## src/rtl/muldiv_pkg.sv

```systemverilog
`default_nettype none
// ============================================================================
//  Module      : muldiv_pkg
//  Description : Shared types and helpers for the RV32M multiply/divide unit.
//                Holds the funct3 operation encoding, the FSM state type, and
//                the functions that classify an operation by kind and by
//                operand signedness.
//  Revision    : 1.0  initial release
// ============================================================================
package muldiv_pkg;

    // funct3 encoding of the M-extension operations
    typedef enum logic [2:0] {
        OP_MUL    = 3'b000,
        OP_MULH   = 3'b001,
        OP_MULHSU = 3'b010,
        OP_MULHU  = 3'b011,
        OP_DIV    = 3'b100,
        OP_DIVU   = 3'b101,
        OP_REM    = 3'b110,
        OP_REMU   = 3'b111
    } muldiv_op_t;

    typedef enum logic [1:0] {
        ST_IDLE = 2'd0,
        ST_CALC = 2'd1,
        ST_FIX  = 2'd2,
        ST_DONE = 2'd3
    } state_t;

    function automatic logic is_div(input muldiv_op_t op);
        return (op inside {OP_DIV, OP_DIVU, OP_REM, OP_REMU});
    endfunction

    function automatic logic is_signed_a(input muldiv_op_t op);
        return (op inside {OP_MUL, OP_MULH, OP_MULHSU, OP_DIV, OP_REM});
    endfunction

    function automatic logic is_signed_b(input muldiv_op_t op);
        return (op inside {OP_MUL, OP_MULH, OP_DIV, OP_REM});
    endfunction

endpackage : muldiv_pkg
`default_nettype wire

```

## src/rtl/muldiv_step.sv

```systemverilog
`default_nettype none
// ============================================================================
//  Module      : muldiv_step
//  Description : One combinational radix-2 iteration on unsigned magnitudes.
//                Multiply mode: shift-add on a {hi,lo} product pair, with the
//                multiplier consumed from the LSB of lo.
//                Divide mode: restoring shift-subtract; hi is the partial
//                remainder, lo shifts the dividend out and quotient bits in.
//  Ports       : i_div_mode  0 = multiply step, 1 = divide step
//                i_acc_hi    product high word / partial remainder
//                i_acc_lo    product low word  / dividend-quotient shifter
//                i_operand   multiplicand magnitude / divisor magnitude
//                o_acc_hi    next hi
//                o_acc_lo    next lo
//  Revision    : 1.0  initial release
// ============================================================================
module muldiv_step #(
    parameter int DATAWIDTH = 32
) (
    input  logic                 i_div_mode,
    input  logic [DATAWIDTH-1:0] i_acc_hi,
    input  logic [DATAWIDTH-1:0] i_acc_lo,
    input  logic [DATAWIDTH-1:0] i_operand,
    output logic [DATAWIDTH-1:0] o_acc_hi,
    output logic [DATAWIDTH-1:0] o_acc_lo
);

    logic [DATAWIDTH-1:0] w_addend;
    logic [DATAWIDTH:0]   w_sum;
    logic [DATAWIDTH:0]   w_trial;
    logic [DATAWIDTH+1:0] w_diff;
    logic                 w_fits;

    // Multiply: add the multiplicand when the current multiplier bit is set,
    // then shift the whole product right by one (carry enters the top).
    assign w_addend = i_acc_lo[0] ? i_operand : '0;
    assign w_sum    = {1'b0, i_acc_hi} + {1'b0, w_addend};

    // Divide: the (DATAWIDTH+1)-bit partial remainder after shifting in the
    // next dividend bit, and its trial difference against the divisor.
    assign w_trial  = {i_acc_hi, i_acc_lo[DATAWIDTH-1]};
    assign w_diff   = {1'b0, w_trial} - {2'b00, i_operand};
    // A successful subtraction always leaves a value below the divisor, so
    // both upper bits are zero exactly when no borrow occurred.
    assign w_fits   = ~(w_diff[DATAWIDTH+1] | w_diff[DATAWIDTH]);

    always_comb begin
        o_acc_hi = {w_sum[DATAWIDTH:1]};
        o_acc_lo = {w_sum[0], i_acc_lo[DATAWIDTH-1:1]};
        if (i_div_mode) begin
            if (w_fits) begin
                o_acc_hi = w_diff[DATAWIDTH-1:0];
                o_acc_lo = {i_acc_lo[DATAWIDTH-2:0], 1'b1};
            end else begin
                o_acc_hi = w_trial[DATAWIDTH-1:0];
                o_acc_lo = {i_acc_lo[DATAWIDTH-2:0], 1'b0};
            end
        end
    end

endmodule : muldiv_step
`default_nettype wire

```

## src/rtl/alu_muldiv.sv

```systemverilog
`default_nettype none
// ============================================================================
//  Module      : alu_muldiv
//  Description : Multi-cycle RV32M multiply/divide unit. Operands are reduced
//                to magnitudes on accept, iterated one radix-2 step per cycle,
//                then sign-corrected in a single FIX cycle. Divide-by-zero
//                and signed-overflow divisions finish at the accept edge.
//  Ports       : clk       clock, rising edge
//                rst       synchronous active-high reset
//                Start_i   request, sampled in IDLE or DONE
//                Op_i      funct3 operation code
//                SrcA_i    rs1 (multiplicand / dividend)
//                SrcB_i    rs2 (multiplier / divisor)
//                Flush_i   abort the current operation
//                Result_o  registered result, held until overwritten
//                Busy_o    high while iterating or correcting
//                Done_o    one-cycle pulse when Result_o is new
//  Revision    : 1.0  initial release
// ============================================================================
module alu_muldiv
    import muldiv_pkg::*;
#(
    parameter int DATAWIDTH = 32
) (
    input  logic                 clk,
    input  logic                 rst,
    input  logic                 Start_i,
    input  logic [2:0]           Op_i,
    input  logic [DATAWIDTH-1:0] SrcA_i,
    input  logic [DATAWIDTH-1:0] SrcB_i,
    input  logic                 Flush_i,
    output logic [DATAWIDTH-1:0] Result_o,
    output logic                 Busy_o,
    output logic                 Done_o
);

    localparam int CNT_WIDTH = $clog2(DATAWIDTH) + 1;
    localparam logic [DATAWIDTH-1:0] c_most_neg = {1'b1, {(DATAWIDTH-1){1'b0}}};
    localparam logic [DATAWIDTH-1:0] c_all_ones = '1;

    state_t                 r_state;
    muldiv_op_t             r_op;
    logic                   r_sign_a;
    logic                   r_sign_b;
    logic [DATAWIDTH-1:0]   r_operand;
    logic [DATAWIDTH-1:0]   r_acc_hi;
    logic [DATAWIDTH-1:0]   r_acc_lo;
    logic [CNT_WIDTH-1:0]   r_cnt;
    logic [DATAWIDTH-1:0]   r_result;
    logic                   r_busy;
    logic                   r_done;

    muldiv_op_t             w_op;
    logic                   w_sign_a;
    logic                   w_sign_b;
    logic [DATAWIDTH-1:0]   w_mag_a;
    logic [DATAWIDTH-1:0]   w_mag_b;
    logic                   w_b_zero;
    logic                   w_div_ovf;
    logic                   w_fast;
    logic [DATAWIDTH-1:0]   w_fast_result;
    logic [DATAWIDTH-1:0]   w_step_hi;
    logic [DATAWIDTH-1:0]   w_step_lo;
    logic [2*DATAWIDTH-1:0] w_prod;
    logic [2*DATAWIDTH-1:0] w_prod_fix;
    logic [DATAWIDTH-1:0]   w_quo_fix;
    logic [DATAWIDTH-1:0]   w_rem_fix;
    logic [DATAWIDTH-1:0]   w_fix_result;

    // ---------------------------------------------------------------- accept
    assign w_op     = muldiv_op_t'(Op_i);
    assign w_sign_a = is_signed_a(w_op) & SrcA_i[DATAWIDTH-1];
    assign w_sign_b = is_signed_b(w_op) & SrcB_i[DATAWIDTH-1];
    // Negating the most-negative value yields the same bit pattern, which is
    // its correct unsigned magnitude.
    assign w_mag_a  = w_sign_a ? -SrcA_i : SrcA_i;
    assign w_mag_b  = w_sign_b ? -SrcB_i : SrcB_i;

    assign w_b_zero  = (SrcB_i == '0);
    assign w_div_ovf = (w_op == OP_DIV || w_op == OP_REM) &&
                       (SrcA_i == c_most_neg) && (SrcB_i == c_all_ones);
    assign w_fast    = is_div(w_op) && (w_b_zero || w_div_ovf);

    always_comb begin
        w_fast_result = '0;
        if (w_b_zero) begin
            w_fast_result = (w_op == OP_DIV || w_op == OP_DIVU) ? c_all_ones : SrcA_i;
        end else if (w_op == OP_DIV) begin
            w_fast_result = SrcA_i;
        end
    end

    // ------------------------------------------------------------- iteration
    muldiv_step #(
        .DATAWIDTH (DATAWIDTH)
    ) u_step (
        .i_div_mode (is_div(r_op)),
        .i_acc_hi   (r_acc_hi),
        .i_acc_lo   (r_acc_lo),
        .i_operand  (r_operand),
        .o_acc_hi   (w_step_hi),
        .o_acc_lo   (w_step_lo)
    );

    // ------------------------------------------------------- sign correction
    assign w_prod     = {r_acc_hi, r_acc_lo};
    assign w_prod_fix = (r_sign_a ^ r_sign_b) ? -w_prod : w_prod;
    assign w_quo_fix  = (r_sign_a ^ r_sign_b) ? -r_acc_lo : r_acc_lo;
    assign w_rem_fix  = r_sign_a ? -r_acc_hi : r_acc_hi;

    always_comb begin
        w_fix_result = w_prod_fix[DATAWIDTH-1:0];
        case (r_op)
            OP_MULH, OP_MULHSU, OP_MULHU: w_fix_result = w_prod_fix[2*DATAWIDTH-1:DATAWIDTH];
            OP_DIV,  OP_DIVU:             w_fix_result = w_quo_fix;
            OP_REM,  OP_REMU:             w_fix_result = w_rem_fix;
            default:                      w_fix_result = w_prod_fix[DATAWIDTH-1:0];
        endcase
    end

    // ------------------------------------------------------------------- FSM
    always_ff @(posedge clk) begin
        if (rst) begin
            r_state   <= ST_IDLE;
            r_op      <= OP_MUL;
            r_sign_a  <= 1'b0;
            r_sign_b  <= 1'b0;
            r_operand <= '0;
            r_acc_hi  <= '0;
            r_acc_lo  <= '0;
            r_cnt     <= '0;
            r_result  <= '0;
            r_busy    <= 1'b0;
            r_done    <= 1'b0;
        end else if (Flush_i) begin
            // Abort wins over everything, including a coincident start.
            r_state <= ST_IDLE;
            r_busy  <= 1'b0;
            r_done  <= 1'b0;
        end else begin
            r_done <= 1'b0;
            case (r_state)
                ST_IDLE, ST_DONE: begin
                    if (Start_i) begin
                        r_op     <= w_op;
                        r_sign_a <= w_sign_a;
                        r_sign_b <= w_sign_b;
                        if (w_fast) begin
                            r_result <= w_fast_result;
                            r_done   <= 1'b1;
                            r_state  <= ST_DONE;
                        end else begin
                            // Multiply keeps the multiplier in lo and adds the
                            // multiplicand; divide shifts the dividend out of lo.
                            r_operand <= is_div(w_op) ? w_mag_b : w_mag_a;
                            r_acc_lo  <= is_div(w_op) ? w_mag_a : w_mag_b;
                            r_acc_hi  <= '0;
                            r_cnt     <= CNT_WIDTH'(DATAWIDTH);
                            r_busy    <= 1'b1;
                            r_state   <= ST_CALC;
                        end
                    end else begin
                        r_state <= ST_IDLE;
                    end
                end
                ST_CALC: begin
                    r_acc_hi <= w_step_hi;
                    r_acc_lo <= w_step_lo;
                    r_cnt    <= r_cnt - CNT_WIDTH'(1);
                    if (r_cnt == CNT_WIDTH'(1)) begin
                        r_state <= ST_FIX;
                    end
                end
                ST_FIX: begin
                    r_result <= w_fix_result;
                    r_done   <= 1'b1;
                    r_busy   <= 1'b0;
                    r_state  <= ST_DONE;
                end
                default: begin
                    r_state <= ST_IDLE;
                end
            endcase
        end
    end

    assign Result_o = r_result;
    assign Busy_o   = r_busy;
    assign Done_o   = r_done;

endmodule : alu_muldiv
`default_nettype wire

```

## config.mk

```make
export PLATFORM = sky130hd
export DESIGN_NAME = alu_muldiv
export DESIGN_NICKNAME = d
export VERILOG_FILES = /design/src/rtl/muldiv_pkg.sv /design/src/rtl/muldiv_step.sv /design/src/rtl/alu_muldiv.sv
export SDC_FILE = /design/constraint.sdc
export NUM_CORES = 1
export LEC_CHECK = 0
export CORE_MARGIN = 4
export CORE_UTILIZATION = 44
export DETAILED_ROUTE_END_ITERATION = 12
export GPL_TIMING_DRIVEN = 0
export PLACE_DENSITY = 0.63
export REMOVE_ABC_BUFFERS = 1
export SYNTH_ARGS = -nofsm -noshare
export SYNTH_HDL_FRONTEND = slang
export SYNTH_SLANG_ARGS = --single-unit
```

## constraint.sdc

```tcl
create_clock -name clk -period 3.8 [get_ports clk]
set_input_delay 0.76 -clock clk [delete_from_list [all_inputs] [get_ports clk]]
set_output_delay 0.76 -clock clk [all_outputs]
set_load 0.01 [all_outputs]
```

* Yosys cells after proc, flatten, opt, wreduce, memory -nomap -nowiden
Cells that the tools add are included.
** Operators by class
- Equality and inequality tests :: 23
- Add/sub/neg operators :: 8
- Reductions and logical operators :: 25
- Muxes and demuxes :: 38
- Bitwise operators :: 6
** Operator list (number)
- $mux 32 :: 19
- $pmux 32 s2 :: 3
- $neg 32->32 :: 4
- $pmux 32 s3 :: 1
- $eq 32x32->1 const B :: 2
- $mux 64 :: 1
- $neg 64->64 :: 1
- $sub 33x32->34 :: 1
- $add 32x32->33 :: 1
- $logic_not 32->1 :: 1
- $eq 3x3->1 const B :: 8
- $mux 6 :: 2
- $pmux 6 s2 :: 1
- $reduce_and 4->1 :: 3
- $reduce_bool 4->1 :: 3
- $eq 3x2->1 const B :: 3
- $ne 2x2->1 const B :: 4
- $reduce_or 2->1 :: 4
- $eq 3x1->1 const B :: 2
- $eq 6x1->1 const B :: 1
- $mux 2 :: 3
- $pmux 2 s3 :: 1
- $reduce_and 3->1 :: 2
- $sub 6x1->6 const B :: 1
- 15 further kinds :: 28
** Storage, ports and cells
- Input port bits :: 71
- Output and inout port bits :: 34
- Bits in registers :: 143
- Logic and storage cells :: 111

* Logic depth before layout (Yosys ltp)
Gate-level depths: netlist (run 1).
- Depth in word-level cells :: 9
- Gate-level depth with buffers :: 15
- Depth with buffers taken out :: 13

* Modules after synthesis
From an unflattened synthesis (run 1), not the netlist that was laid out.
** Unflattened totals
- Cells, all modules :: 2262
- Area, all modules :: 16159.2 µm²
** Modules (own cells, without submodules)
- alu_muldiv :: cells each 1558, seq. area each 2862.7 µm², instances 1, area an instance 11194.5 µm²
- muldiv_step :: cells each 704, seq. area each 0.0 µm², instances 1, area an instance 4964.8 µm²

* Worst setup path after synthesis (run 1)
No wires, ideal clock.
- Path type :: input to register
- Start point :: in SrcA_i[1]
- End point :: reg r_result[12] (netlist: Result_o[12])
- Library setup time :: 0.133 ns
- Setup slack :: 0.550 ns
- Required time :: 3.667 ns
- Cell stages on the path :: 11
- Path buffers :: 1
- Data arrival time :: 3.117 ns
- Cells stage by stage :: inv_1 -> ha_1 -> or3b_2 -> nor4_4 -> nand3_1 -> a2bb2oi_1 -> o22a_1 -> or2_1 -> buf_2 -> nor4_1 -> nor3_1
** On the way
- Word-level cells in the longest chain between the ends :: 7
** RTL lines
- start: declaration :: line alu_muldiv.sv:29 : input logic [DATAWIDTH-1:0] SrcA_i,
- $eq 32x32->1 :: line alu_muldiv.sv:81 : (SrcA_i == c_most_neg) && (SrcB_i == c_all_ones);
- $logic_and 1x1->1 :: line alu_muldiv.sv:80 : assign w_div_ovf = (w_op == OP_DIV || w_op == OP_REM) &&
- $logic_and 1x1->1 :: line alu_muldiv.sv:81
- $logic_or 1x1->1 :: line alu_muldiv.sv:82 : assign w_fast = is_div(w_op) && (w_b_zero || w_div_ovf);
- $logic_and 1x1->1 :: line alu_muldiv.sv:82
- $ne 2x2->1 (no source line)
- $reduce_and 4->1 (no source line)
- end signal: assignment :: line alu_muldiv.sv:149 : r_result <= w_fast_result;
- end signal: assignment :: line alu_muldiv.sv:175 : r_result <= w_fix_result;
- end: declaration :: line alu_muldiv.sv:49 : logic [DATAWIDTH-1:0] r_result;
Every way passes these cells.
A chain may end at the register's enable or synchronous reset.

* Final worst setup path (run 1)
- Start point :: in SrcA_i[1]
- End point :: reg r_result[13] (netlist: Result_o[13])
The elaborated chain is that of the path after synthesis.

==> results.cfg, run 1 <==
[global_routing]
first_global_vias = 15400
grt_pass1_wl_mm = 90.9
antenna_found_initial = 0
grt_overflow = 0
grt_max_degree = 49
grt_usage_pct = 30.1

[timing]
relSlewSlack_pct = 6.17
min_period_ns = 3.71
tightestPinTransition_ns = 1.41
fin_skew_ns = 0.0123
max_freq_mhz = 270
drv_slew = 0
setup_viol = 0
period_share_pct = 97.5
final_hold_viol_count = 0
fin_setup_tns_ns = 0

[power_and_ir_drop]
vdd.ir_drop.worst_uv = 200
leakagePower_uw = 0.00664
power_uw = 4820
power.density_nw_per_um2 = 274

[synthesis]
yosysSeqAreaShare_pct = 18.9
syn-cell-area_um2 = 15200
synth.top_cells.by_count = nor2_1 (239), a21oi_1 (185), nand2_1 (185)
synth.area.top_cells = dfxtp_1 (19%), a21oi_1 (6.1%), ha_1 (6.0%), nor2_1 (5.9%), xnor2_1 (5.4%)
synth_top_area_share_pct = 18.9
async_flop_share_pct = 0
synth_warnings = 0
synth_area_leader_cell = dfxtp_1
synth_edf_count = 0
synthMostInstantiatedCell = nor2_1
avgSynthCellArea_um2 = 7.14
synth_ff_type = dfxtp_1
synth_cell_types = 89
ys_ff_latch = 143
synth_cells = 2125

[cts]
cts_sinks = 143
cts_max_level = 4
path_clk_slew_ns = 0.07
clk_path_buf_depth = 2
clk_latency_ns = 0.45
cts-root-buf = clkbuf_16
ctsHoldBuffers = 0
cts_tree = yes
cts_buffers = 17

[die]
die_w_um = 194
num_io_pins = 105
dieArea_um2 = 37500
num_rows = 67
die_y_um = 194
coreArea_um2 = 33800
initial_core_util_pct = 44.9

[hold_path]
hold_path.class = reg2reg
hold_path_depth = 2
hold_start = r_operand[23]
holdPathEnd = r_operand[23]

[drt]
ant_nets = 0
firstDrtPassIters = 6
avgViaCountPerCell = 6.48
routedWlPerCell_um = 23.1
routed_wl_mm = 60.2
via_count = 16900
drc = 0
first_iter_violations = 2099

[placed_design]
dp_hpwl_mm = 44.3
portBuffers = 104
post_dp_cell_area_um2 = 16500
gp_congestion = 0.979
dp_cells = 2537

[cells_and_area]
area.growth.synth_to_final_pct = 16.1
final_cells = 2605
final_nets = 2291
drive_gt1_share_pct = 8.76
n_antenna_cell = 0
final_cell_area_um2 = 17600
fillers = 3287
fin_util_pct = 52.1

[worst_setup_path]
worstSetupPathType = in2reg
cp-start-kind = input pin
r2r-start = r_acc_lo[31]
r2r_slack_ns = 0.13
cp_data_required_time_ns = 4.13
cp_data_arrival_time_ns = 4.04
timing.rr.end = r_acc_hi[20]
crit_fanout = 5
critPathCaptureType = flip-flop
worstRegToRegCells = 14

[outcome]
status = finished clean

[run]
max_cap_violations = 0
[layout by cell type (no fill, tap or decap), drive strengths merged, types with 13 or more instances in the layout]
| master | n |
|---|---|
| o21ai | 151 |
| nor3 | 83 |
| mux2i | 54 |
| buf | 47 |
| a22oi | 16 |
| o22ai | 14 |
| o221ai | 13 |
| o31ai | 31 |
| ha | 73 |
| nor2 | 240 |
| xnor2 | 93 |
| a21o | 32 |
| nand2 | 185 |
| o41ai | 13 |
| nor4 | 30 |
| xor2 | 80 |
| clkdlybuf4s50 | 100 |
| or3 | 17 |
| nand4 | 33 |
| inv | 72 |
| a21oi | 185 |
| nand3 | 43 |
| a211oi | 70 |
| or4 | 16 |
| nand2b | 15 |
| o211ai | 32 |
| a31oi | 27 |
| clkbuf | 21 |
| mux2 | 31 |
| nor2b | 14 |
| dfxtp | 143 |
| and2 | 18 |
[registers in the layout, indices dropped and copies added (netlist names), 2 cells and up]
signal     cells
r_acc_hi      32
r_acc_lo      32
r_state        2
r_operand     32
r_op           3
Result_o      32
r_cnt          6
[logic make-up after synthesis]
logic type | count (synthesis) | synth area share (%)
flops | 143 | 18.9
mux | 85 | 5.87
compound gates | 688 | 29.6
buf+inv | 227 | 5.85
xor+xnor | 173 | 9.99
fa+ha+maj | 75 | 6.29
simple gates | 734 | 23.6
[what timing repair did]
action	4_1_cts	5_1_grt
setup buffers	17	14
setup endpoints to repair	87	57
resized for setup	40	16
pin swaps	8	10
endpoints found under the hold margin	0	0
gates cloned	4	2
[area by class of cell]
cell class	instances	area [µm²]	share of cell area [%]
sequential	143	2870	16.3
clock inverter	11	116	0.661
timing repair inverter	1	7.51	0.0427
inverter	73	278	1.58
tap	448	561	3.18
clock buffer	20	457	2.59
timing repair buffer	150	1590	9.02
multi-input combinational	1759	11700	66.6
[per-stage QoR]
stage | setup WS, ns | hold slack, ns
after detailed placement | -1.77 | 0.445
after floorplan | -0.484 | 0.426
after global placement | -4.24 | 0.442
after CTS | 0.0215 | 0.452
final | 0.0945 | 0.452
after global routing | -0.00491 | 0.472
[critical path: stages]
cell and delay (ns):
clkdlybuf4s50_1 0.48, inv_1 0.12, ha_1 0.18, or3b_2 0.53
nor4_4 0.15, buf_4 0.19, nand3_1 0.16, a2bb2oi_2 0.25
o22a_1 0.31, nor2_4 0.26, nand2_1 0.26, o311ai_0 0.39
[layer usage]
metal | track usage (%) | vias to the layer above | wire, µm
met5 | 0 | - | 0
met4 | 12.2 | 0 | 2580
met3 | 4.07 | 151 | 5170
met2 | 48.3 | 883 | 27000
met1 | 40.9 | 7967 | 25400
li1 | - | 7875 | -
[how the worst max path moves through the flow]
stage	from	end	slack, ns	cells after the start
5_1_grt	r_acc_lo[31]	r_acc_hi[20]	-0.005	14
3_3_place_gp	Op_i[2]	Result_o[26]	-4.24	9
6_report	SrcA_i[1]	Result_o[13]	0.09	12
2_1_floorplan	SrcA_i[25]	r_acc_hi[31]	-0.48	8
3_5_place_dp	SrcA_i[0]	Result_o[13]	-1.77	11
4_1_cts	SrcA_i[0]	r_operand[1]	0.02	12
[power breakdown]
group	switching [µW]	internal, µW
Clock	720	992
Sequential	102	1560
Combinational	884	559
Total	1710	3110
No activity file was read; power rests on OpenSTA's default activity.
==> inputs of run 2 (changes only) <==
--- a/config.mk
+++ b/config.mk
@@ -7,6 +7,7 @@
 export LEC_CHECK = 0
 export CORE_MARGIN = 4
 export CORE_UTILIZATION = 44
+export CTS_BUF_LIST = sky130_fd_sc_hd__clkbuf_16
 export DETAILED_ROUTE_END_ITERATION = 12
 export GPL_TIMING_DRIVEN = 0
 export PLACE_DENSITY = 0.63
==> run 2 against run 1 <==
- clock skew is 0.00056 ns lower
- global-route usage hardly changed
- sequential power hardly changed
- hold slack worse by 0.0018 ns
- fmax is 0.13% higher
- register-to-register slack worse by 0.03 ns
- via count is 0.23% lower
- core utilization is 0.067 points lower
- count of clock-buffer cells in the layout is 3 lower
- largest cell class unchanged
- combinational power hardly changed
- flip-flop and latch count stayed put
- worst setup slack better by 0.0047 ns
==> results.cfg, run 2 (synthesis results as in run 1) <==
[hold_path]
hold_path.class = reg2reg

[timing]
relSlewSlack_pct = 3.20
fin_setup_tns_ns = 0
final_hold_viol_count = 0
drv_slew = 0
max_freq_mhz = 270
setup_viol = 0
min_period_ns = 3.70
period_share_pct = 97.4
tightestPinTransition_ns = 1.45
fin_skew_ns = 0.0118

[die]
num_io_pins = 105
die_w_um = 194
die_y_um = 194
num_rows = 67
dieArea_um2 = 37500
coreArea_um2 = 33800
initial_core_util_pct = 44.9

[placed_design]
portBuffers = 104
dp_hpwl_mm = 44.3
gp_congestion = 0.979

[power_and_ir_drop]
leakagePower_uw = 0.00663
power.density_nw_per_um2 = 272
power_uw = 4780
vdd.ir_drop.worst_uv = 200

[cells_and_area]
area.growth.synth_to_final_pct = 15.9
seqCellArea_um2 = 2870
final_cell_mix = nor2_1 (234), a21oi_1 (184), nand2_1 (183)
final_common_cell = nor2_1
multi_input_area_um2 = 11700
fillers = 3292
n_antenna_cell = 0
drive_gt1_share_pct = 8.67
final_nets = 2290

[cts]
cts_max_level = 4
cts-root-buf = clkbuf_16
cts_tree = yes
cts_buffers = 17
clk_latency_ns = 0.44
cts_sinks = 143
clk_path_buf_depth = 2
path_clk_slew_ns = 0.07

[global_routing]
grt_usage_pct = 30.1
grt-busiest-layer = met2
use_met2_pct = 48.3
antenna_found_initial = 0
grt_use_met1_pct = 41.0
first_global_vias = 15400
grt.met3_usage_pct = 4.07
grt_max_degree = 49
grt_pass1_wl_mm = 91.0
grt_overflow = 0

[drt]
routed_wl_mm = 60.2
routedWlPerCell_um = 23.1
drc = 0
first_iter_violations = 2019
via_count = 16800
ant_nets = 0
avgViaCountPerCell = 6.47
firstDrtPassIters = 7

[worst_setup_path]
cp-start-kind = input pin
cp_data_required_time_ns = 4.13
r2r_slack_ns = 0.1
crit_fanout = 5
worstSetupPathType = in2reg
cp_data_arrival_time_ns = 4.03
critPathCaptureType = flip-flop

[outcome]
status = finished clean

[run]
max_cap_violations = 0
==> run 2: cell types whose count changed in the layout (fill, tap and decap cells not counted) <==
cell      previous run  this run
nor3_2               4         5
clkbuf_1             1         0
buf_4               30        29
nand2_1            182       183
nand2_2              2         1
inv_1               71        72
nor3_1              75        74
clkinv_1             0         2
nor2b_1             13        12
nor2b_2              1         2
clkbuf_8             2         0
==> run 2: worst paths after layout <==
path	cells after the start	end	startpoint
worst max-delay path	12	Result_o[13]	SrcA_i[1]
worst min-delay path	2	r_operand[23]	r_operand[23]
worst max register to register	14	r_acc_hi[20]	r_acc_lo[31]
worst min register to register	2	r_operand[23]	r_operand[23]
==> run 2: metal layers <==
metal,vias to the layer above,share of wire (%),routed length (µm)
li1,7877,-,-
met1,7888,42,25600
met2,927,45,26800
met3,146,8.6,5170
met4,0,4.4,2650
met5,-,0,0
==> run 2: area by class of cell <==
| class | instances | share of cell area, % |
|---|---|---|
| Multi-Input combinational cell | 1759 | 66.7 |
| Timing Repair inverter | 1 | 0.0427 |
| Timing Repair Buffer | 149 | 8.99 |
| Clock buffer | 17 | 2.42 |
| Sequential cell | 143 | 16.3 |
| Inverter | 73 | 1.58 |
| Clock inverter | 14 | 0.726 |
| Tap cell | 448 | 3.19 |
==> run 2: critical path, cell delays in order <==
cell and delay [ns]:
clkdlybuf4s50_1 0.48, inv_1 0.12, ha_1 0.18, or3b_2 0.53
nor4_4 0.15, buf_4 0.19, nand3_1 0.16, a2bb2oi_2 0.25
o22a_1 0.31, nor2_4 0.26, nand2_1 0.26, o311ai_0 0.39
==> run 2: repair_timing <==
action	4_1_cts	5_1_grt
setup endpoints to repair	87	57
pin swaps	8	10
hold endpoints to repair	0	0
hold buffers	0	0
setup buffers	17	13
cloned	4	2
gates resized for setup	40	17
==> run 2: where the power goes <==
group | internal, µW | switching, µW
clock | 949 | 719
sequential | 1560 | 102
combinational | 560 | 887
==> run 2: per-stage QoR <==
stage | area, µm² | worst slack (ns) | util [%] | cells | hold WS (ns)
floorplan | 14600 | -0.484 | - | 1971 | 0.426
global placement | 16200 | -4.24 | 47.8 | 2523 | 0.442
detailed placement | 16500 | -1.77 | 48.8 | 2537 | 0.445
CTS | 17400 | 0.0215 | 51.4 | 2589 | 0.452
global route | 17600 | -0.00491 | 52.0 | 2604 | 0.472
finish | 17600 | 0.0993 | 52.0 | 2604 | 0.451
